==> src/rtl/pipeline_hazard_ctrl.sv <==
// pipeline_hazard_ctrl: stall/flush sequencer for the 5-stage RV32 pipeline.
// Handles load-use bubbles, taken-branch squashes and data-memory wait states.
//
// Ports:
//   clk, rst                 clock, synchronous active-high reset
//   id_rs1/id_rs2            source registers of the ID instruction
//   id_uses_rs1/id_uses_rs2  ID instruction actually reads rs1/rs2
//   ex_load, ex_rd           EX holds a load writing ex_rd
//   ex_branch_taken          EX resolved a taken branch/jump
//   mem_req, mem_ack         MEM access request / completion
//   dmem_valid               request strobe to data memory
//   pc_en, *_en              stage register load enables
//   if_id_flush, id_ex_flush stage register clear-to-NOP
//   mem_wb_bubble            MEM/WB loads with write controls cleared
//   stall_cycles             saturating count of cycles with pc_en=0
//   mem_timeout_err          sticky memory-timeout error
module pipeline_hazard_ctrl #(
    parameter int MEM_TIMEOUT = 16,
    parameter int CNT_W       = 32
) (
    input  logic             clk,
    input  logic             rst,
    input  logic [4:0]       id_rs1,
    input  logic [4:0]       id_rs2,
    input  logic             id_uses_rs1,
    input  logic             id_uses_rs2,
    input  logic             ex_load,
    input  logic [4:0]       ex_rd,
    input  logic             ex_branch_taken,
    input  logic             mem_req,
    input  logic             mem_ack,
    output logic             dmem_valid,
    output logic             pc_en,
    output logic             if_id_en,
    output logic             if_id_flush,
    output logic             id_ex_en,
    output logic             id_ex_flush,
    output logic             ex_mem_en,
    output logic             mem_wb_bubble,
    output logic [CNT_W-1:0] stall_cycles,
    output logic             mem_timeout_err
);

    localparam int WAIT_W = $clog2(MEM_TIMEOUT);
    localparam logic [WAIT_W-1:0] WAIT_LAST =
        WAIT_W'(MEM_TIMEOUT - 1);

    typedef enum logic [1:0] {
        ST_RUN,
        ST_MEM_WAIT,
        ST_ERROR
    } state_t;

    state_t            state;
    logic [WAIT_W-1:0] wait_cnt;

    logic st_run;
    logic st_wait;
    logic st_err;
    logic rs1_hit;
    logic rs2_hit;
    logic load_use;
    logic mem_stall;
    logic sel_mem;
    logic sel_br;
    logic sel_lu;

    assign st_run  = (state == ST_RUN);
    assign st_wait = (state == ST_MEM_WAIT);
    assign st_err  = (state == ST_ERROR);

    assign rs1_hit = id_uses_rs1 && (id_rs1 == ex_rd);
    assign rs2_hit = id_uses_rs2 && (id_rs2 == ex_rd);

    // x0 is never a real dependency.
    assign load_use = ex_load && (ex_rd != 5'd0)
                   && (rs1_hit || rs2_hit);

    assign mem_stall = (st_run && mem_req && !mem_ack)
                    || (st_wait && !mem_ack)
                    || st_err;

    // Priority is resolved here so the selects are one-hot.
    assign sel_mem = !rst && mem_stall;
    assign sel_br  = !rst && !mem_stall && ex_branch_taken;
    assign sel_lu  = !rst && !mem_stall && !ex_branch_taken
                  && load_use;

    assign dmem_valid = !rst
                     && ((st_run && mem_req) || st_wait);

    always_comb begin
        pc_en         = 1'b1;
        if_id_en      = 1'b1;
        if_id_flush   = 1'b0;
        id_ex_en      = 1'b1;
        id_ex_flush   = 1'b0;
        ex_mem_en     = 1'b1;
        mem_wb_bubble = 1'b0;
        unique case (1'b1)
            sel_mem: begin
                // Freeze the front end; MEM/WB drains a bubble.
                pc_en         = 1'b0;
                if_id_en      = 1'b0;
                id_ex_en      = 1'b0;
                ex_mem_en     = 1'b0;
                mem_wb_bubble = 1'b1;
            end
            sel_br: begin
                if_id_flush = 1'b1;
                id_ex_flush = 1'b1;
            end
            sel_lu: begin
                // Hold IF/ID, inject one bubble into EX.
                pc_en       = 1'b0;
                if_id_en    = 1'b0;
                id_ex_flush = 1'b1;
            end
            default: begin
            end
        endcase
    end

    always_ff @(posedge clk) begin
        if (rst) begin
            state           <= ST_RUN;
            wait_cnt        <= '0;
            stall_cycles    <= '0;
            mem_timeout_err <= 1'b0;
        end else begin
            if (!pc_en && (stall_cycles != '1))
                stall_cycles <= stall_cycles + CNT_W'(1);

            case (state)
                ST_RUN: begin
                    if (mem_req && !mem_ack) begin
                        state    <= ST_MEM_WAIT;
                        wait_cnt <= '0;
                    end
                end
                ST_MEM_WAIT: begin
                    // Ack beats a timeout landing on the same cycle.
                    if (mem_ack) begin
                        state <= ST_RUN;
                    end else if (wait_cnt == WAIT_LAST) begin
                        state           <= ST_ERROR;
                        mem_timeout_err <= 1'b1;
                    end else begin
                        wait_cnt <= wait_cnt + WAIT_W'(1);
                    end
                end
                ST_ERROR: begin
                    state <= ST_ERROR;
                end
                default: begin
                    state <= ST_RUN;
                end
            endcase
        end
    end

endmodule

==> config.mk <==
export PLATFORM = sky130hd
export DESIGN_NAME = pipeline_hazard_ctrl
export DESIGN_NICKNAME = d
export VERILOG_FILES = /design/src/rtl/pipeline_hazard_ctrl.sv
export SDC_FILE = /design/constraint.sdc
export NUM_CORES = 1
export LEC_CHECK = 0
export ABC_AREA = 1
export CORE_ASPECT_RATIO = 0.6
export CORE_MARGIN = 1.5
export CORE_UTILIZATION = 35
export CTS_CLUSTER_DIAMETER = 40
export DETAILED_ROUTE_END_ITERATION = 16
export PLACE_DENSITY = 0.69
export SLEW_MARGIN = 10
export SYNTH_ARGS = -nofsm -noshare
export SYNTH_HDL_FRONTEND = slang
export SYNTH_SLANG_ARGS = --single-unit
==> constraint.sdc <==
create_clock -name clk -period 1.69 [get_ports clk]
set_input_delay 0.169 -clock clk [delete_from_list [all_inputs] [get_ports clk]]
set_output_delay 0.169 -clock clk [all_outputs]
set_load 0.05 [all_outputs]
==> summary.txt <==
Clock network
  – # H-tree levels: 2
  – CTS sink cnt: 39
  – Clock latency on the worst-skew pair: about 290 ps
  – Clk buf depth: 2
  – Clock Pin Slew Worst Setup and Hold Paths: around 60 ps
  – CTS root buffer: clkbuf_16
  – CTS tree: done
  – Total CTS buffers: 5

Place
  – Port Buffers: 63
  – RD Place Congestion: 0.925
  – Setup slack after placement: -255 ps
  – Dpl cells: between 600 and 700
  – Dpl hpwl: ~6100 microns

Synthesis
  – Synth area leaders: dfxtp_1 29%, nand2_1 21%, nor2_1 13%
  – Synth warn: 0
  – Avg Inst Size Synth: roughly 5.6 sq um
  – Cell variety after synth: 26
  – Share of the synthesized area in the top cell type: 0.290
  – Syn_nets: approximately 500
  – Synthesized flop and latch total: 39
  – Cell taking the most area after synthesis: dfxtp_1
  – Sequential share of the synthesized area: 0.290
  – Post-Syn Area: between 0.002 and 0.003 sq mm
  – Cells after synthesis: 477

Outcome
  – Violated checks: setup timing
  – Outcome: finished, violations left

STA
  – Max Slew Vio Count: 0
  – Final worst setup slack: -34.1 ps
  – Final cycle utilization of the critical path: 1.02
  – F_max: slightly below 0.6 GHz
  – Final hold viol count: 0
  – Worst-Margin Slew: between 400 and 500 ps
  – Worst slew margin: 0.670
  – Setup violators final: 6
  – Crit path time final: 1720 ps
  – Setup Skew: 6.65 ps
  – Unrepaired setup endpoints after global routing: true

Floorplan
  – Die area: around 0.008 sq mm
  – FP Rows: 24
  – Core area: between 0.007 and 0.008 sq mm
  – IO Pins: 64
  – Starting Density: 0.366
  – DIE WIDTH: between 100 and 150 microns
  – Die Y: 70.9 microns

Global routing
  – Total GRT Usage: 0.210
  – GRT overflow: 0
  – M3 GR Usage: 0.0591
  – Met2 Resource Use GR: 0.312
  – GR Layer Usage met1: 0.297
  – Busiest grt layer: met2
  – First-pass GRT wire length: ~14000 microns
  – Vias in the first global route: around 3000
  – Initial antenna violation count: 0
  – Largest net degree at the start of global routing: 29

Power and ir drop
  – Worst-case vdd ir drop: around 0.38 mV
  – Switching share of total power: 0.272
  – Clock Power Share: 0.434
  – Pint: ~1900 uW
  – Pwr/cell area: between 600 and 700 mW/mm^2
  – Leak: approximately 0.0021 uW
  – Pwr Total: between 2000 and 3000 uW
  – Combinational Power Share: 0.191
  – Seq pwr share: 0.374
  – Sw Pwr: 703 uW

Routing
  – DRC viols: 0
  – ANT nets after route: 0
  – Final wirelength: between 8000 and 9000 microns
  – Iteration-0 DRC Markers: approximately 240
  – Vias: between 3000 and 4000
  – Wire length per cell: around 12 microns
  – Vias per cell: roughly 4.6
  – First-pass iteration count of the detailed router: 5

Critical path
  – Arr. time, crit path: 1910 ps
  – Max Fanout on Critical Path: 7
  – Worst-path cell with the longest stage delay: dfxtp_4
  – Critical Path Start Type: flop
  – Cells along the critical path: ha_4, nand2_4, nor2_4, nand2_4, nor2_4, nand3_2, buf_8, buf_8, nand2_2, inv_1, nand2_2, nand2_1, nand2_1, nor2_1
  – Max incr delay on CP: approximately 360 ps
  – Worst Setup End Kind: flop
  – Crit Path Class: reg2reg
  – Crit path required time: 1880 ps

Layout
  – Area delta synth->final: 53.4%
  – Post-Layout Cell Count: between 600 and 700
  – Post-layout nets: around 600
  – Layout cells sized above 1: 0.312
  – Ant diodes: 0

Run
  – Number of max-cap violations: 0

Hold path
  – Hold/Removal Path Class: reg2reg
-- synth_stat cells --
cell,number
dfxtp_1,39
o21ai_0,2
buf_2,5
nand2_4,2
nand3_2,1
nand2_2,5
nand3b_1,2
nand4_1,7
buf_6,2
a211oi_1,1
and3_1,3
inv_1,70
nor2_4,1
clkbuf_1,2
buf_1,2
inv_2,2
nor2_2,4
nand2_1,150
a31oi_1,1
a21oi_1,23
nand3_1,41
nor2_1,90
ha_1,2
buf_4,3
xor2_1,6
nor3_1,11
-- what timing repair did --
item / 4_1_cts / 5_1_grt
setup buffers: 13 / 2
pin swaps: 18 / 15
hold buffers: 0 / 0
setup endpoints to repair: 21 / 34
resized for setup: 45 / 34
-- registers in the layout, summed over array words and instances, names as in the netlist --
register and count:
mem_timeout_err 1, stall_cycles 32, state 2, wait_cnt 4
-- worst paths after layout --
kind | slack [ps] | endpoint | startpoint | depth (start not counted)
min reg2reg | 480 | wait_cnt[1] | wait_cnt[1] | 2
max reg2reg | -30 | stall_cycles[4] | stall_cycles[1] | 14
min | 480 | wait_cnt[1] | wait_cnt[1] | 2
max | -30 | stall_cycles[4] | stall_cycles[1] | 14
-- per-stage QoR --
step	TNS [ps]	util	hold WS, ps	instance area (sq um)
floorplan	-183	-	247	2760
global placement	-4610	0.496	467	3650
detailed placement	-7530	0.496	471	3650
CTS	-65.7	0.543	482	4000
global route	-911	0.561	496	4130
finish	-85.0	0.561	480	4130
-- per-layer routing --
metal	wire (microns)	share of wire
met3	475	0.057
met4	135	0.016
met1	4190	0.50
met2	3510	0.42
met5	0	0
-- cells in the final DEF (no fill, tap or decap), drive strengths merged --
cell type / count
nand2: 157
nor2: 95
buf: 83
inv: 71
nand3: 42
dfxtp: 39
a21oi: 23
dlygate4sd2: 15
nor3: 11
clkdlybuf4s50: 8
nand4: 7
xor2: 6
clkbuf: 6
and3: 3
nand3b: 2
o21ai: 2
ha: 2
clkinvlp: 1
a31oi: 1
a211oi: 1
clkinv: 1
bufinv: 1
-- critical path, delay by kind of cell (launching register included) --
| family | cells | cell delay [ps] |
|---|---|---|
| adders and majority gates | 1 | 150 |
| buffers and inverters | 3 | 350 |
| DFF | 1 | 360 |
| and+or+nand+nor | 10 | 760 |
-- cells by family (layout without fill, tap and decap cells) --
family | after synthesis | count (layout) | synth area share
AND/OR/NAND/NOR | 317 | 317 | 0.497
buffers and inverters | 86 | 186 | 0.132
flip-flops | 39 | 39 | 0.290
AO/OA/AOI/OAI | 27 | 27 | 0.0516
XOR/XNOR | 6 | 6 | 0.0195
adder cells (fa/ha/maj) | 2 | 2 | 0.00930
-- area by class of cell --
| type | count | area (sq um) |
|---|---|---|
| fill | 764 | 3230 |
| multi-input combinational | 352 | 1730 |
| timing repair buffer | 106 | 991 |
| sequential | 39 | 826 |
| inverter | 72 | 274 |
| clock buffer | 6 | 139 |
| tap | 104 | 130 |
| clock inverter | 2 | 35.0 |
-- power by group through the flow --
stage | Clock (uW) | Combinational (uW) | Sequential (uW)
final | 1120 | 495 | 967
after global routing | 1180 | 537 | 971
after CTS | 1140 | 483 | 966
after detailed placement | 0 | 466 | 988
after global placement | 0 | 460 | 988
after floorplan | 0 | 213 | 1040
(Power assumes the default switching activity.)
